**config.mk**
```make
export PLATFORM = sky130hd
export DESIGN_NAME = alu_operand_collector
export DESIGN_NICKNAME = d
export VERILOG_FILES = /design/src/rtl/alu_collector_pkg.sv /design/src/rtl/alu_need_decode.sv /design/src/rtl/alu_operand_collector.sv
export SDC_FILE = /design/constraint.sdc
export NUM_CORES = 1
export LEC_CHECK = 0
export CORE_MARGIN = 4
export CORE_UTILIZATION = 36
export DETAILED_ROUTE_END_ITERATION = 8
export HOLD_SLACK_MARGIN = 0.05
export SYNTH_ARGS = -nofsm -noshare
export SYNTH_HDL_FRONTEND = slang
export SYNTH_SLANG_ARGS = --single-unit
```
**constraint.sdc**
```tcl
create_clock -name CLK -period 2.66 [get_ports CLK]
set_input_delay 0.798 -clock CLK [delete_from_list [all_inputs] [get_ports CLK]]
set_output_delay 0.798 -clock CLK [all_outputs]
set_load 0.01 [all_outputs]
```
**src/rtl/alu_collector_pkg.sv**
```systemverilog
// Shared definitions for the ALU operand collector and the ALU itself.
//   - FSM state encoding of the collector
//   - command codes (arithmetic MODE=1 / logical MODE=0)
//   - need(): which operands a command consumes, as {needB, needA}
package alu_collector_pkg;

  typedef enum logic [1:0] {
    ST_IDLE    = 2'd0,
    ST_COLLECT = 2'd1,
    ST_ISSUE   = 2'd2,
    ST_GAP     = 2'd3
  } state_e;

  // Arithmetic commands (MODE = 1)
  localparam int unsigned A_ADD     = 0;
  localparam int unsigned A_SUB     = 1;
  localparam int unsigned A_ADD_CIN = 2;
  localparam int unsigned A_SUB_CIN = 3;
  localparam int unsigned A_INC_A   = 4;
  localparam int unsigned A_DEC_A   = 5;
  localparam int unsigned A_INC_B   = 6;
  localparam int unsigned A_DEC_B   = 7;
  localparam int unsigned A_CMP     = 8;
  localparam int unsigned A_MUL_INC = 9;
  localparam int unsigned A_MUL_SHL = 10;

  // Logical commands (MODE = 0)
  localparam int unsigned L_AND    = 0;
  localparam int unsigned L_NAND   = 1;
  localparam int unsigned L_OR     = 2;
  localparam int unsigned L_NOR    = 3;
  localparam int unsigned L_XOR    = 4;
  localparam int unsigned L_XNOR   = 5;
  localparam int unsigned L_NOT_A  = 6;
  localparam int unsigned L_NOT_B  = 7;
  localparam int unsigned L_SHR1_A = 8;
  localparam int unsigned L_SHL1_A = 9;
  localparam int unsigned L_SHR1_B = 10;
  localparam int unsigned L_SHL1_B = 11;
  localparam int unsigned L_ROL    = 12;
  localparam int unsigned L_ROR    = 13;

  // Returns {needB, needA}. Unknown commands need nothing, so they issue at
  // once and the ALU reports them as errors.
  function automatic logic [1:0] need(input logic mode, input int unsigned cmd);
    logic [1:0] r;
    r = 2'b00;
    if (mode) begin
      case (cmd)
        0, 1, 2, 3, 8, 9, 10: r = 2'b11;
        4, 5:                 r = 2'b01;
        6, 7:                 r = 2'b10;
        default:              r = 2'b00;
      endcase
    end else begin
      case (cmd)
        0, 1, 2, 3, 4, 5, 12, 13: r = 2'b11;
        6, 8, 9:                  r = 2'b01;
        7, 10, 11:                r = 2'b10;
        default:                  r = 2'b00;
      endcase
    end
    return r;
  endfunction

endpackage

```
**src/rtl/alu_need_decode.sv**
```systemverilog
// Combinational operand-need lookup.
//   mode_i : 1 = arithmetic, 0 = logical
//   cmd_i  : command code
//   need_o : {needB, needA}
module alu_need_decode
  import alu_collector_pkg::*;
#(
  parameter int CMD_WIDTH = 4
) (
  input  logic                 mode_i,
  input  logic [CMD_WIDTH-1:0] cmd_i,
  output logic [1:0]           need_o
);

  assign need_o = need(mode_i, 32'(cmd_i));

endmodule

```
**src/rtl/alu_operand_collector.sv**
```systemverilog
// ALU operand collector: gathers OPA/OPB beats that may arrive in separate
// cycles, issues one registered command with a single-cycle CE, enforces a
// settle gap after each issue and aborts a stalled collection on timeout.
//   Upstream : IN_VALID/IN_READY handshake, IN_INP_VALID {B,A} presence,
//              IN_OPA, IN_OPB, IN_CMD, IN_MODE, IN_CIN
//   ALU side : OPA, OPB, CMD, MODE, CIN, INP_VALID, CE (all registered)
//   Status   : TO_ERR (one-cycle abort pulse), BUSY (state != IDLE)
module alu_operand_collector
  import alu_collector_pkg::*;
#(
  parameter int WIDTH     = 4,
  parameter int CMD_WIDTH = 4,
  parameter int TIMEOUT   = 16,
  parameter int ISSUE_GAP = 2,
  parameter int MUL_GAP   = 3
) (
  input  logic                 CLK,
  input  logic                 RST_N,
  input  logic                 IN_VALID,
  output logic                 IN_READY,
  input  logic [1:0]           IN_INP_VALID,
  input  logic [WIDTH-1:0]     IN_OPA,
  input  logic [WIDTH-1:0]     IN_OPB,
  input  logic [CMD_WIDTH-1:0] IN_CMD,
  input  logic                 IN_MODE,
  input  logic                 IN_CIN,
  output logic [WIDTH-1:0]     OPA,
  output logic [WIDTH-1:0]     OPB,
  output logic [CMD_WIDTH-1:0] CMD,
  output logic                 MODE,
  output logic                 CIN,
  output logic [1:0]           INP_VALID,
  output logic                 CE,
  output logic                 TO_ERR,
  output logic                 BUSY
);

  localparam int TW     = $clog2(TIMEOUT + 1);
  localparam int MAXGAP = (MUL_GAP > ISSUE_GAP) ? MUL_GAP : ISSUE_GAP;
  localparam int GW     = $clog2(MAXGAP + 1);

  state_e                state_q, state_d;
  logic [CMD_WIDTH-1:0]  cmd_q, cmd_d;
  logic                  mode_q, mode_d;
  logic                  cin_q, cin_d;
  logic [WIDTH-1:0]      opa_q, opa_d;
  logic [WIDTH-1:0]      opb_q, opb_d;
  logic [1:0]            have_q, have_d;
  logic [TW-1:0]         tcnt_q, tcnt_d;
  logic [GW-1:0]         gcnt_q, gcnt_d;
  logic                  abort_d;

  // Registered ALU-facing and status outputs
  logic [WIDTH-1:0]      opa_out_q, opb_out_q;
  logic [CMD_WIDTH-1:0]  cmd_out_q;
  logic                  mode_out_q, cin_out_q, ce_q, to_err_q, busy_q, ready_q;
  logic [1:0]            inp_valid_q;

  logic                  hs;
  logic                  is_mul;
  logic [CMD_WIDTH-1:0]  dec_cmd;
  logic                  dec_mode;
  logic [1:0]            need_w;

  assign hs = IN_VALID & ready_q;

  // In IDLE the command being accepted is on the input; afterwards it is the
  // latched one. Selecting here avoids decoding from the next-state logic.
  assign dec_cmd  = (state_q == ST_IDLE) ? IN_CMD  : cmd_q;
  assign dec_mode = (state_q == ST_IDLE) ? IN_MODE : mode_q;

  alu_need_decode #(.CMD_WIDTH(CMD_WIDTH)) u_need (
    .mode_i (dec_mode),
    .cmd_i  (dec_cmd),
    .need_o (need_w)
  );

  assign is_mul = mode_q && ((cmd_q == CMD_WIDTH'(A_MUL_INC)) ||
                             (cmd_q == CMD_WIDTH'(A_MUL_SHL)));

  always_comb begin
    state_d = state_q;
    cmd_d   = cmd_q;
    mode_d  = mode_q;
    cin_d   = cin_q;
    opa_d   = opa_q;
    opb_d   = opb_q;
    have_d  = have_q;
    tcnt_d  = tcnt_q;
    gcnt_d  = gcnt_q;
    abort_d = 1'b0;
    case (state_q)
      ST_IDLE: begin
        if (hs) begin
          cmd_d  = IN_CMD;
          mode_d = IN_MODE;
          cin_d  = IN_CIN;
          if (IN_INP_VALID[0]) opa_d = IN_OPA;
          if (IN_INP_VALID[1]) opb_d = IN_OPB;
          have_d = IN_INP_VALID;
          tcnt_d = '0;
          state_d = ((have_d & need_w) == need_w) ? ST_ISSUE : ST_COLLECT;
        end
      end
      ST_COLLECT: begin
        if (hs) begin
          if (IN_INP_VALID[0]) opa_d = IN_OPA;
          if (IN_INP_VALID[1]) opb_d = IN_OPB;
          have_d = have_q | IN_INP_VALID;
        end
        tcnt_d = tcnt_q + TW'(1);
        // Completion wins over a timeout landing in the same cycle.
        if ((have_d & need_w) == need_w) begin
          state_d = ST_ISSUE;
        end else if (tcnt_q == TW'(TIMEOUT - 1)) begin
          state_d = ST_IDLE;
          abort_d = 1'b1;
          have_d  = 2'b00;
          tcnt_d  = '0;
        end
      end
      ST_ISSUE: begin
        state_d = ST_GAP;
        have_d  = 2'b00;
        gcnt_d  = is_mul ? GW'(MUL_GAP - 1) : GW'(ISSUE_GAP - 1);
      end
      ST_GAP: begin
        if (gcnt_q == '0) state_d = ST_IDLE;
        else              gcnt_d  = gcnt_q - GW'(1);
      end
      default: state_d = ST_IDLE;
    endcase
  end

  always_ff @(posedge CLK or negedge RST_N) begin
    if (!RST_N) begin
      state_q     <= ST_IDLE;
      cmd_q       <= '0;
      mode_q      <= 1'b0;
      cin_q       <= 1'b0;
      opa_q       <= '0;
      opb_q       <= '0;
      have_q      <= 2'b00;
      tcnt_q      <= '0;
      gcnt_q      <= '0;
      opa_out_q   <= '0;
      opb_out_q   <= '0;
      cmd_out_q   <= '0;
      mode_out_q  <= 1'b0;
      cin_out_q   <= 1'b0;
      inp_valid_q <= 2'b00;
      ce_q        <= 1'b0;
      to_err_q    <= 1'b0;
      busy_q      <= 1'b0;
      ready_q     <= 1'b0;
    end else begin
      state_q  <= state_d;
      cmd_q    <= cmd_d;
      mode_q   <= mode_d;
      cin_q    <= cin_d;
      opa_q    <= opa_d;
      opb_q    <= opb_d;
      have_q   <= have_d;
      tcnt_q   <= tcnt_d;
      gcnt_q   <= gcnt_d;
      // Outputs are loaded from next-state so CE is high exactly while in ISSUE.
      ce_q     <= (state_d == ST_ISSUE);
      to_err_q <= abort_d;
      busy_q   <= (state_d != ST_IDLE);
      ready_q  <= (state_d == ST_IDLE) || (state_d == ST_COLLECT);
      if (state_d == ST_ISSUE) begin
        opa_out_q   <= need_w[0] ? opa_d : '0;
        opb_out_q   <= need_w[1] ? opb_d : '0;
        cmd_out_q   <= cmd_d;
        mode_out_q  <= mode_d;
        cin_out_q   <= cin_d;
        inp_valid_q <= need_w;
      end
    end
  end

  assign IN_READY  = ready_q;
  assign OPA       = opa_out_q;
  assign OPB       = opb_out_q;
  assign CMD       = cmd_out_q;
  assign MODE      = mode_out_q;
  assign CIN       = cin_out_q;
  assign INP_VALID = inp_valid_q;
  assign CE        = ce_q;
  assign TO_ERR    = to_err_q;
  assign BUSY      = busy_q;

endmodule

```
== Yosys cells after proc, flatten, opt, wreduce, memory -nomap -nowiden ==
Memory sizes are Yosys's and may differ from the RTL's.
Index checks and enable logic that the tools add are counted.
Word-level totals
  register bits: 45
  ROM bits: 64
  bits of input ports: 19
  output and inout port bits: 20
  memories kept: 2
Memory list
  (name not given): depth 16, width 2, rd ports 1, clocked after memory_dff 0, wr ports 0, line alu_collector_pkg.sv:49  | case (cmd)
  (name not given): depth 16, width 2, rd ports 1, clocked after memory_dff 0, wr ports 0, line alu_collector_pkg.sv:56  | case (cmd)
Operators by class
  add/sub/neg operators: 2
  equal/unequal tests: 12
  multiplexer cells: 39
  bitwise operators: 4
  reduce and logical (&&, ||, !) cells: 14
Operators by type and width (count)
  $mux 4: 11
  $mux 2: 13
  $mux 5: 3
  $pmux 5 s2: 1
  $eq 4x4->1 const B: 2
  $mux 1: 8
  $pmux 2 s4: 1
  $eq 2x2->1 const B: 3
  $logic_not 2->1: 3
  $pmux 2 s3: 1
  $reduce_and 2->1: 3
  $reduce_bool 2->1: 3
  $add 5x1->5 const B: 1
  $eq 5x4->1 const B: 1
  $and 2x2->2: 2
  $eq 2x1->1 const B: 2
  $eq 2x2->1: 2
  $ne 2x2->1 const B: 2
  $pmux 2 s2: 1
  $reduce_bool 3->1: 1
  $logic_or 1x1->1: 2
  $or 2x2->2: 1
  $reduce_or 2->1: 1
  $sub 2x1->2 const B: 1
  other kinds (2): 2

== Logic depth before layout (Yosys ltp) ==
Gate-level depths: netlist of the first run.
An unclocked memory read counts as a cell.
  depth in word-level cells: 11
  depth in mapped cells: 12

== By module ==
A second synthesis of the first run with hierarchy kept.
Second synthesis, totals
  cell total of the unflattened synthesis: 205
  area, all modules: 2428.6 um^2
Modules (own cells, without submodules)
  alu_operand_collector: instances 1, cells each 186, area each 2287.2 um^2, seq. area each 1126.1 um^2
  alu_need_decode: instances 1, cells each 19, area each 141.4 um^2, seq. area each 0.0 um^2

== Least setup slack after synthesis of the first run ==
Ideal clock, no wire load.
  path type: register to register
  start: reg state_q[0]
  end: reg cin_out_q, in the netlist CIN
  setup time: 125 ps
  arrival: 2730 ps
  required time: 2535 ps
  slack: -195 ps
  cell stages (with the launch flop): 11
  path buffers: 1
  clock period less this slack: 2855 ps
  path through: dfrtp_1 > inv_1 > ha_1 > buf_6 > mux2_2 > a211oi_2 > nor3_2 > a211oi_2 > o211ai_2 > a21oi_4 > mux2_2
Between the ends
  cells in the longest elaborated chain, start to end: 10
  elaborated cells between the ends (all ways): 21
  classes of those cells: eq/ne: 6; mux: 10; bitwise: 2; reduce/logical: 1; memory: 2
RTL lines
  start, declared: line alu_operand_collector.sv:42  | state_e state_q, state_d;
  start signal, assigned: line alu_operand_collector.sv:157  | state_q <= state_d;
  $logic_not 2->1: line alu_operand_collector.sv:69, alu_operand_collector.sv:70, alu_operand_collector.sv:92
  $mux 4: line alu_operand_collector.sv:69  | assign dec_cmd = (state_q == ST_IDLE) ? IN_CMD : cmd_q;
  $mem_v2 16x2, on equally long branches
  $mux 2: line alu_collector_pkg.sv:48  | if (mode) begin
  $and 2x2->2: line alu_operand_collector.sv:102  | state_d = ((have_d & need_w) == need_w) ? ST_ISSUE : ST_COLLECT;
  $eq 2x2->1: line alu_operand_collector.sv:102
  $mux 2: line alu_operand_collector.sv:102
  $mux 2: line alu_operand_collector.sv:94  | if (hs) begin
  $pmux 2 s4: line alu_operand_collector.sv:92  | case (state_q)
  $eq 2x2->1: line alu_operand_collector.sv:171  | if (state_d == ST_ISSUE) begin
  end signal, assigned: line alu_operand_collector.sv:176  | cin_out_q <= cin_d;
  end, declared: line alu_operand_collector.sv:56  | logic mode_out_q, cin_out_q, ce_q, to_err_q, busy_q, ready_q;
Parallel ways exist; a longest one is shown, timed or not.
A chain may end at the register's enable or synchronous reset.

== Final worst setup path of the first run ==
  start: reg state_q[1]
  end: reg cmd_out_q[2], in the netlist CMD[2]
Between the ends
  cells in the longest elaborated chain, start to end: 10
  elaborated cells between the ends (all ways): 21
  classes of those cells: eq/ne: 6; mux: 10; bitwise: 2; reduce/logical: 1; memory: 2
RTL lines
  $logic_not 2->1: line alu_operand_collector.sv:69, alu_operand_collector.sv:70, alu_operand_collector.sv:92
  $mux 4: line alu_operand_collector.sv:69
  $mem_v2 16x2, on equally long branches
  $mux 2: line alu_collector_pkg.sv:48
  $and 2x2->2: line alu_operand_collector.sv:102
  $eq 2x2->1: line alu_operand_collector.sv:102
  $mux 2: line alu_operand_collector.sv:102
  $mux 2: line alu_operand_collector.sv:94
  $pmux 2 s4: line alu_operand_collector.sv:92
  $eq 2x2->1: line alu_operand_collector.sv:171
  end signal, assigned: line alu_operand_collector.sv:174  | cmd_out_q <= cmd_d;
  end, declared: line alu_operand_collector.sv:55  | logic [CMD_WIDTH-1:0] cmd_out_q;
Parallel ways exist; a longest one is shown, timed or not.

==> results.ini, run 1 <==
[status]
status = finished, violations left
violations = setup timing

[grt]
grt_overflow_total = 0
grt_max_degree = 28
grt_usage_pct = 15.1
grt_pass1_wl_um = 9230
grt_pass1_vias = 1919
antenna_found_initial = 0

[final_layout]
diodes = 0
syn_to_final_growth_pct = 48.8
fin_nets = 321
fin_area_um2 = 3550
fillers = 544
layout.cells.non_filler = 372
drive_above_1_share_pct = 38.0

[timing]
worst_slack_ps = -242
finalCriticalPeriod_ps = 2900
hold_viol_final = 0
setup_tns_ps = -3270
finalSetupViolCount = 18
relSlewSlack_pct = 67.1
rsz0062_at_grt = yes
layout_worst_path_cycle_share_pct = 109
worst_pin_slew_ps = 492
maxSlewViolCount = 0
fin_skew_ps = 11.8
fmax_mhz = 345

[drt]
wl_um = 5690
drt-vias-per-instance = 5.01
drc_errors = 0
route.vias.total = 1863
dr.pass1.iters = 4
initialDrtViolationCount = 44
final_antenna_net_count = 0
wire_per_inst_um = 15.3

[logic_synthesis]
ys_ff_latch = 45
yosysMostFrequentCell = dfrtp_1
synthFlopType = dfrtp_1
post-synth-top-area-cell = dfrtp_1
async_flop_share_pct = 100
synthCells = 210
syn_area_per_cell_um2 = 11.4
ys_seq_area_share_pct = 47.2
synth_cell_types = 43
synthTopCellsByCount = dfrtp_1 (45), mux2_2 (23), nand2_1 (18)
synth_edf_count = 0
yosysTopAreaCellShare_pct = 47.2
synthTopCellsByArea = dfrtp_1 (47%), mux2_2 (11%), mux2i_1 (6.3%)
yosys_warnings = 0
synth_fp_nets = 237
syn_area_um2 = 2380

[cts]
clkTransAtPathRegs_ps = 90
numCtsBuffers = 5
cts-root-buf = clkbuf_8
clk_latency_ps = 310
clk_path_buf_depth = 2
clock_sinks = 45
cts_tree = built
h-tree-depth = 2

[pwr]
p_leak_nw = 1.49
pwr-share-seq_pct = 22.5
switching_share_pct = 40.0
p_switching_mw = 2.14
intPower_mw = 3.22
irDropWorstVdd_mv = 0.799
pwr-share-comb_pct = 69.1
p_per_area_nw_per_um2 = 1510
p_clk_share_pct = 8.4

[setup_path]
worstSetupEndpointType = register
path_cells = inv_2 > ha_4 > buf_12 > mux2_4 > a211oi_4 > nor4_4 > nor4_2 > buf_4 > a311oi_4 > buf_6 > a21oi_4 > buf_12 > mux2_2
arrival_ps = 3100
worstSetupPathType = register to register
required_ps = 2850
slowest_delay_ps = 400
reg2reg_slack_ps = -240
r2r-start = state_q[1]$_DFF_PN0_
slowest_stage = dfrtp_1
critPathMaxFanout = 5
crit_start = state_q[1]$_DFF_PN0_
critical_path.most_common_cell = buf_12
cp-start-kind = register

[die]
start_util_pct = 37.3
rows = 29
dieArea_um2 = 7990
num_io_pins = 39
core_um2 = 6390
die_y_um = 89.4
die_x_um = 89.4

[place]
place_congestion = 0.799
dp_cells = 347
port_buffers = 38
dp_slack_ps = -706
placed_cell_area_um2 = 3050
hpwlAfterDp_um = 3900

[min_path]
min_path_type = input pin to async pin

[run]
drv_cap = 0

-- stage by stage --
stage | total power [mW] | utilization [%] | hold WS, ps
3_5_place_dp | 3.87 | 47.8 | 480
6_report | 5.36 | 55.6 | 427
4_1_cts | 4.98 | 53.3 | 437
2_1_floorplan | 2.92 | - | 466
5_1_grt | 5.72 | 55.6 | 453
3_3_place_gp | 3.82 | 47.8 | 477
-- cells in the final DEF (no fill, tap or decap), types with 3 or more instances in the layout --
cell type / count
nand2_1: 18
mux2i_1: 11
or2_2: 3
o21ai_1: 3
clkbuf_8: 5
o21ai_0: 8
mux2_2: 19
nor3_2: 3
o211ai_1: 5
clkdlybuf4s50_1: 32
nand3_1: 6
buf_4: 34
ha_1: 7
nor2b_1: 3
buf_6: 7
a21oi_1: 4
dfrtp_1: 45
mux2_4: 5
inv_1: 15
mux2i_4: 5
buf_12: 4
nor2_1: 5
dlygate4sd2_1: 5
-- per-layer routing --
| metal | part of all wire, % | track usage [%] | vias to the layer above |
|---|---|---|---|
| li1 | - | - | 914 |
| met1 | 44 | 19.3 | 918 |
| met2 | 52 | 25.9 | 26 |
| met3 | 3.0 | 3.32 | 5 |
| met4 | 0.76 | 3.52 | 0 |
| met5 | 0 | 0 | - |
-- cell families (layout without fill, tap and decap cells) --
group / after synthesis / in the layout / share of synthesized area (%)
AND/OR/NAND/NOR: 49 / 49 / 10.9
flip-flops: 45 / 45 / 47.2
AO/OA/AOI/OAI: 41 / 42 / 13.4
multiplexers: 40 / 40 / 18.4
buffers and inverters: 24 / 108 / 4.88
adder cells (fa/ha/maj): 8 / 8 / 4.20
XOR/XNOR: 3 / 3 / 1.10
-- path summary, 6_finish.rpt --
path / to / depth (start not counted)
hold / removal: CMD[1]$_DFFE_PN0N_ / 1
setup reg to reg: CMD[2]$_DFFE_PN0N_ / 13
hold reg to reg: cin_q$_DFF_PN0_ / 1
setup / recovery: CMD[2]$_DFFE_PN0N_ / 13
min in group CLK: cin_q$_DFF_PN0_ / 1
max in group asynchronous: tcnt_q[2]$_DFFE_PN0P_ / 2
-- flip-flops by register name, indices dropped and copies added, names as in the netlist, 2 cells and up --
| name | count |
|---|---|
| tcnt_q | 5 |
| CMD | 4 |
| OPA | 4 |
| OPB | 4 |
| cmd_q | 4 |
| opa_q | 4 |
| opb_q | 4 |
| INP_VALID | 2 |
| gcnt_q | 2 |
| have_q | 2 |
| state_q | 2 |
-- power groups by stage --
stage | logic, mW | clock network (mW) | registers (mW)
3_3_place_gp | 2.63 | 0 | 1.20
4_1_cts | 3.30 | 0.463 | 1.21
2_1_floorplan | 1.68 | 0 | 1.25
3_5_place_dp | 2.66 | 0 | 1.21
5_1_grt | 3.98 | 0.485 | 1.25
6_report | 3.70 | 0.448 | 1.21
-- cell type report --
class	count	area, µm²	area share (%)
sequential	45	1130	31.7
clock inverter	3	25.0	0.705
multi-input combinational	142	1390	39.0
tap	77	96.3	2.72
inverter	17	63.8	1.80
clock buffer	5	68.8	1.94
timing repair buffer	83	783	22.1
-- what timing repair did --
action,4_1_cts,5_1_grt
gates cloned,1,0
resized for setup,36,18
hold endpoints to repair,0,0
pin swaps,10,6
setup buffers,10,7
setup endpoints to repair,24,24
hold buffers,0,0
-- worst max-delay path: cells and delay by family (launching register included) --
family	cells	cell delay, ps
flip-flops	1	400
AND/OR/NAND/NOR	2	350
adder cells (fa/ha/maj)	1	190
multiplexers	2	650
AO/OA/AOI/OAI	3	490
buffers and inverters	5	690
Power figures use the tool's default switching activity.
==> run 2: changes to the inputs <==
Settings changed: CORE_ASPECT_RATIO set to 1.75, SYNTH_HIERARCHICAL set to 1.
Clock period 2.66 ns to 3.7 ns, I/O delays scaled along.
==> results.ini, run 2 <==
[drt]
drc_errors = 0  ; unchanged
final_antenna_net_count = 0  ; unchanged
dr.pass1.iters = 4  ; unchanged
wl_um = 5340  ; -6.1%
wire_per_inst_um = 15.7  ; +2.4%
initialDrtViolationCount = 48  ; +9.1%
route.vias.total = 1753  ; -5.9%
drt-vias-per-instance = 5.14  ; +2.6%

[logic_synthesis]
synth_fp_nets = 235  ; -0.84%
synthCells = 205  ; -2.4%
ys_seq_area_share_pct = 46.4  ; -0.85 points
yosysTopAreaCellShare_pct = 46.4  ; -0.85 points
synth_compound_area_share_pct = 17.4  ; +4.0 points
synth_top_family_by_area = compound AO/OA/AOI/OAI gates
synth_cell_types = 46  ; +7.0%
synthFlopType = dfrtp_1
ys_ff_latch = 45  ; unchanged
synthTopCellsByArea = dfrtp_1 (46%), mux2_2 (8.8%), ha_1 (5.7%)
async_flop_share_pct = 100  ; unchanged
synthTopCellsByCount = dfrtp_1 (45), mux2_2 (19), nand2_1 (17)
syn_area_per_cell_um2 = 11.8  ; +4.3%
synth-xor-area-share_pct = 0.721  ; -0.38 points
synthMuxAreaShare_pct = 14.2  ; -4.2 points
post-synth-top-area-cell = dfrtp_1
synth_edf_count = 0  ; unchanged
yosysMostFrequentCell = dfrtp_1
synth-simple-area-share_pct = 11.8  ; +0.99 points
yosys_warnings = 6  ; +6
syn_area_um2 = 2430  ; +1.8%
synthAdderAreaFrac_pct = 5.67  ; +1.5 points

[pwr]
total_power_mw = 3.40  ; -37%
irDropWorstVdd_mv = 0.588  ; -26%
p_per_area_nw_per_um2 = 1080  ; -29%
p_leak_nw = 1.37  ; -8.3%

[grt]
grt_pass1_vias = 1830  ; -4.6%
grt_usage_pct = 13.7  ; -1.4 points
grt_overflow_total = 0  ; unchanged
antenna_found_initial = 0  ; unchanged
grt_pass1_wl_um = 8690  ; -5.8%
grt_max_degree = 46  ; +64%

[cts]
clk_latency_ps = 290  ; -20 ps
postCtsSetupBuffers = 0  ; -10
clkTransAtPathRegs_ps = 60  ; -30 ps
numCtsBuffers = 5  ; unchanged
h-tree-depth = 2  ; unchanged
cts_tree = built
holdBufCountCts = 0  ; unchanged
clk_path_buf_depth = 2  ; unchanged
cts-resized-gates = 0  ; -100%
cts-root-buf = clkbuf_16
clock_sinks = 45  ; unchanged

[timing]
relSlewSlack_pct = 32.9  ; -34 points
hold_viol_final = 0  ; unchanged
worst_slack_ps = 116  ; +358 ps
maxSlewViolCount = 0  ; unchanged
setup_tns_ps = 0  ; +3270 ps
fmax_mhz = 279
layout_worst_path_cycle_share_pct = 96.9
rsz0062_at_grt = no
finalSetupViolCount = 0  ; -18
holdWs_ps = 495  ; +68.0 ps
fin_skew_ps = 5.63  ; -6.18 ps
worst_pin_slew_ps = 1010  ; +514 ps
finalCriticalPeriod_ps = 3580

[min_path]
hold_depth = 1
min_path_type = register to register
hold_path_end = cin_q$_DFF_PN0_
hold_start = cin_q$_DFF_PN0_

[setup_path]
worstSetupEndpointType = register
slowest_stage = clkdlybuf4s50_1
worstSetupPathType = input pin to register
critical_path.most_common_cell = o311ai_4
r2r_end = CMD[0]$_DFFE_PN0N_
required_ps = 3870  ; +1020 ps
path_cells = clkdlybuf4s50_1 > mux2_2 > inv_1 > ha_1 > nand2b_1 > o22ai_2 > mux2i_1 > buf_4 > nor2b_1 > o311ai_4 > o311ai_4 > nor2_8 > mux2_4
reg2reg_slack_ps = 350  ; +590 ps
cp-start-kind = input pin
slowest_delay_ps = 470  ; +70 ps
arrival_ps = 3750  ; +650 ps
critPathMaxFanout = 5  ; unchanged
reg2reg_depth = 13  ; unchanged
r2r-start = state_q[0]$_DFF_PN0_

[die]
core_um2 = 6540  ; +2.4%
rows = 39  ; +34%
num_io_pins = 39  ; unchanged
die_x_um = 70.1  ; -22%
dieArea_um2 = 8180  ; +2.3%
start_util_pct = 37.1  ; -0.20 points
die_y_um = 117  ; +30%

[place]
port_buffers = 38  ; unchanged
hpwlAfterDp_um = 4040  ; +3.6%
placed_cell_area_um2 = 2960  ; -2.9%
dp_slack_ps = -261  ; +445 ps
dp_cells = 333  ; -4.0%
place_congestion = 0.758  ; -5.1%

[final_layout]
final_cell_mix = dfrtp_1 (45), clkdlybuf4s50_1 (37), mux2_2 (18)
diodes = 0  ; unchanged
final_common_cell = dfrtp_1
fin_area_um2 = 3160  ; -11%
drive_above_1_share_pct = 25.1  ; -13 points
utilization_pct = 48.3  ; -7.3 points
syn_to_final_growth_pct = 30.0
fin_nets = 289  ; -10%
largest_reg_flops = 5  ; unchanged
layout.cells.non_filler = 341  ; -8.3%
fillers = 642  ; +18%
largest-register = tcnt_q

[run]
drv_cap = 0  ; unchanged

[status]
status = finished clean

run 2: cell families after synthesis:
kind of cell	count (synthesis)
compound gates	50
simple gates	52
buf+inv	17
flops	45
xor+xnor	2
mux	28
fa+ha+maj	11
run 2: worst max path at each step:
stage	start	end	slack [ps]	cells after the start
finish	IN_CMD[1]	CMD[0]$_DFFE_PN0N_	120	13
global route	IN_CMD[1]	CIN$_DFFE_PN0N_	4	13
CTS	IN_CMD[2]	CMD[0]$_DFFE_PN0N_	40	12
detailed placement	IN_CMD[2]	INP_VALID[1]$_DFFE_PN0N_	-260	12
global placement	IN_CMD[2]	CMD[0]$_DFFE_PN0N_	-210	12
floorplan	IN_CMD[1]	CIN$_DFFE_PN0N_	280	11
run 2: layer usage:
layer	global-route usage [%]	share of wire [%]	vias up
met5	0	0	-
met4	7.93	3.2	0
met3	2.76	2.8	10
met2	24.6	55	32
met1	14.8	39	867
li1	-	-	844
run 2: where the power goes:
| group | internal [mW] | total [mW] | switching [mW] | leakage (nW) |
|---|---|---|---|---|
| Clock | 0.317 | 0.498 | 0.181 | 0.0803 |
| Sequential | 0.718 | 0.845 | 0.127 | 0.555 |
| Combinational | 1.04 | 2.06 | 1.02 | 0.734 |
run 2: layout make-up:
type | instances | area [µm²] | area share (%)
multi-input combinational | 144 | 1230 | 39.1
tap | 82 | 103 | 3.25
timing repair buffer | 53 | 492 | 15.6
clock inverter | 2 | 38.8 | 1.23
inverter | 10 | 37.5 | 1.19
clock buffer | 5 | 125 | 3.96
sequential | 45 | 1130 | 35.7
run 2: worst max-delay path: cells and delay by family:
kind,cells,cell delay [ps]
AO/OA/AOI/OAI,3,680
buffers and inverters,3,660
multiplexers,3,580
AND/OR/NAND/NOR,3,550
adder cells (fa/ha/maj),1,180
==> patch (settings of run 2) <==
The 4 states of `state_e` get a one-hot encoding in 4 bits.
--- a/src/rtl/alu_collector_pkg.sv
+++ b/src/rtl/alu_collector_pkg.sv
@@ -4,11 +4,11 @@
 //   - need(): which operands a command consumes, as {needB, needA}
 package alu_collector_pkg;
 
-  typedef enum logic [1:0] {
-    ST_IDLE    = 2'd0,
-    ST_COLLECT = 2'd1,
-    ST_ISSUE   = 2'd2,
-    ST_GAP     = 2'd3
+  typedef enum logic [3:0] {
+    ST_IDLE    = 4'b0001,
+    ST_COLLECT = 4'b0010,
+    ST_ISSUE   = 4'b0100,
+    ST_GAP     = 4'b1000
   } state_e;
 
   // Arithmetic commands (MODE = 1)
Behaviour: same outputs for any inputs over 10 cycles, from zero or initial values and one cycle with RST_N low; not proved beyond that.
==> patch against run 2 <==
Critical path type unchanged; clock skew up 3.7 ps; synthesized area increased by 5.8%; sequential power grew 0.7%; combinational power shrank 24%; sequential cell count is 2 higher; wire length fell by 2.7%; critical path depth decreased by 1; power is 11% lower; synthesized cell count up 9.3%; maximum frequency grew 6.1%; cell area grew 4.0%; first-iteration DRC count rose by 100%; worst setup slack better by 210 ps.
==> patch: results (changes against run 2) <==
| Metric | Value |
|---|---|
| Mapped Cells | 224 (was 205) |
| Mux cell area share after synthesis | 0.199 (was 0.142) |
| Arrival time worst endpoint | 3550 ps (was 3750 ps) |
| Final nets | 297 (was 289) |
| Sequential-to-total area share from yosys stat | 0.458 (was 0.464) |
| Cell Int Power | 0.00197 W (was 0.00207 W) |
| Met2 Usage GRT | 0.239 (was 0.246) |
| Lkg Pwr | 1.42 nW (was 1.37 nW) |
| Layout Skew | 9.32 ps (was 5.63 ps) |
| Via density | 5.02 (was 5.14) |
| Vias in the first global route | 1,936 (was 1,830) |
| Drt initial violations | 97 (was 48) |
| Peak supply drop | 405 µV (was 588 µV) |
| Yosys cell types | 52 (was 46) |
| WL per Instance | 14.6 µm (was 15.7 µm) |
| Outcome | complete, no violations (unchanged) |
| Post-DP HPWL | 3790 µm (was 4040 µm) |
| Dpl ws | -0.921 ps (was -261 ps) |
| Post-synthesis adder-cell area fraction | 0.0292 (was 0.0567) |
| Routability cong. | 0.810 (was 0.758) |
| CP top delay family | buffers and inverters (was compound AO/OA/AOI/OAI gates) |
| Global-route wire length before repair | 9030 µm (was 8690 µm) |
| Share of post-route cells with drive strength above 1 | 0.253 (was 0.251) |
| Synth top cells by count | 46 x dfrtp_1, 28 x mux2_2, 28 x nand2_1 (was 45 x dfrtp_1, 19 x mux2_2, 17 x nand2_1) |
| GR Util met1 | 0.150 (was 0.148) |
| Largest net degree at the start of global routing | 48 (was 46) |
| Net Count, Synth | 249 (was 235) |
| Post-Synth XOR/XNOR Area | 0.00682 (was 0.00721) |
==> patch: changes by cell type in the layout (fill, tap and decap cells not counted), sizes merged, moves of 3 or more <==
cell | before | now
ha | 11 | 6
nor2b | 9 | 6
mux2 | 27 | 35
o21ai | 17 | 14
nor2 | 9 | 6
nand3 | 7 | 4
mux2i | 1 | 9
o31ai | 9 | 0
o2111ai | 3 | 0
nand2 | 17 | 28
nor4b | 0 | 3
==> patch: worst paths after layout <==
kind                       cells after the start  slack [ps]       start         to
max                                           12         320   IN_CMD[1]     CMD[1]
min reg2reg                                    2         490   tcnt_q[4]  tcnt_q[4]
min                                            2         490   tcnt_q[4]  tcnt_q[4]
max in group asynchronous                      1        2020       RST_N   opa_q[2]
min in group asynchronous                      1        1000       RST_N  gcnt_q[1]
max reg2reg                                   13         450  state_q[3]     OPA[2]
==> patch: power groups by stage <==
| stage | Combinational [W] | Sequential [W] | Clock [W] |
|---|---|---|---|
| after floorplan | 0.00104 | 0.000872 | 0 |
| after global placement | 0.00157 | 0.000861 | 0 |
| after detailed placement | 0.00159 | 0.000859 | 0 |
| after CTS | 0.00160 | 0.000855 | 0.000607 |
| after global routing | 0.00174 | 0.000884 | 0.000629 |
| final | 0.00157 | 0.000851 | 0.000591 |
==> patch: cell type report <==
cell class,instances,area (µm²),share of cell area
Multi-Input combinational cell,153,1260,0.383
Sequential cell,47,1180,0.359
Timing Repair Buffer,53,500,0.152
Clock buffer,5,125,0.0381
Tap cell,84,105,0.0320
Clock inverter,3,71.3,0.0217
Inverter,12,45.0,0.0137
==> patch: routing by layer <==
| layer | wire length (µm) | part of all wire |
|---|---|---|
| met1 | 2140 | 0.41 |
| met3 | 174 | 0.033 |
| met5 | 0 | 0 |
| met4 | 78 | 0.015 |
| met2 | 2810 | 0.54 |
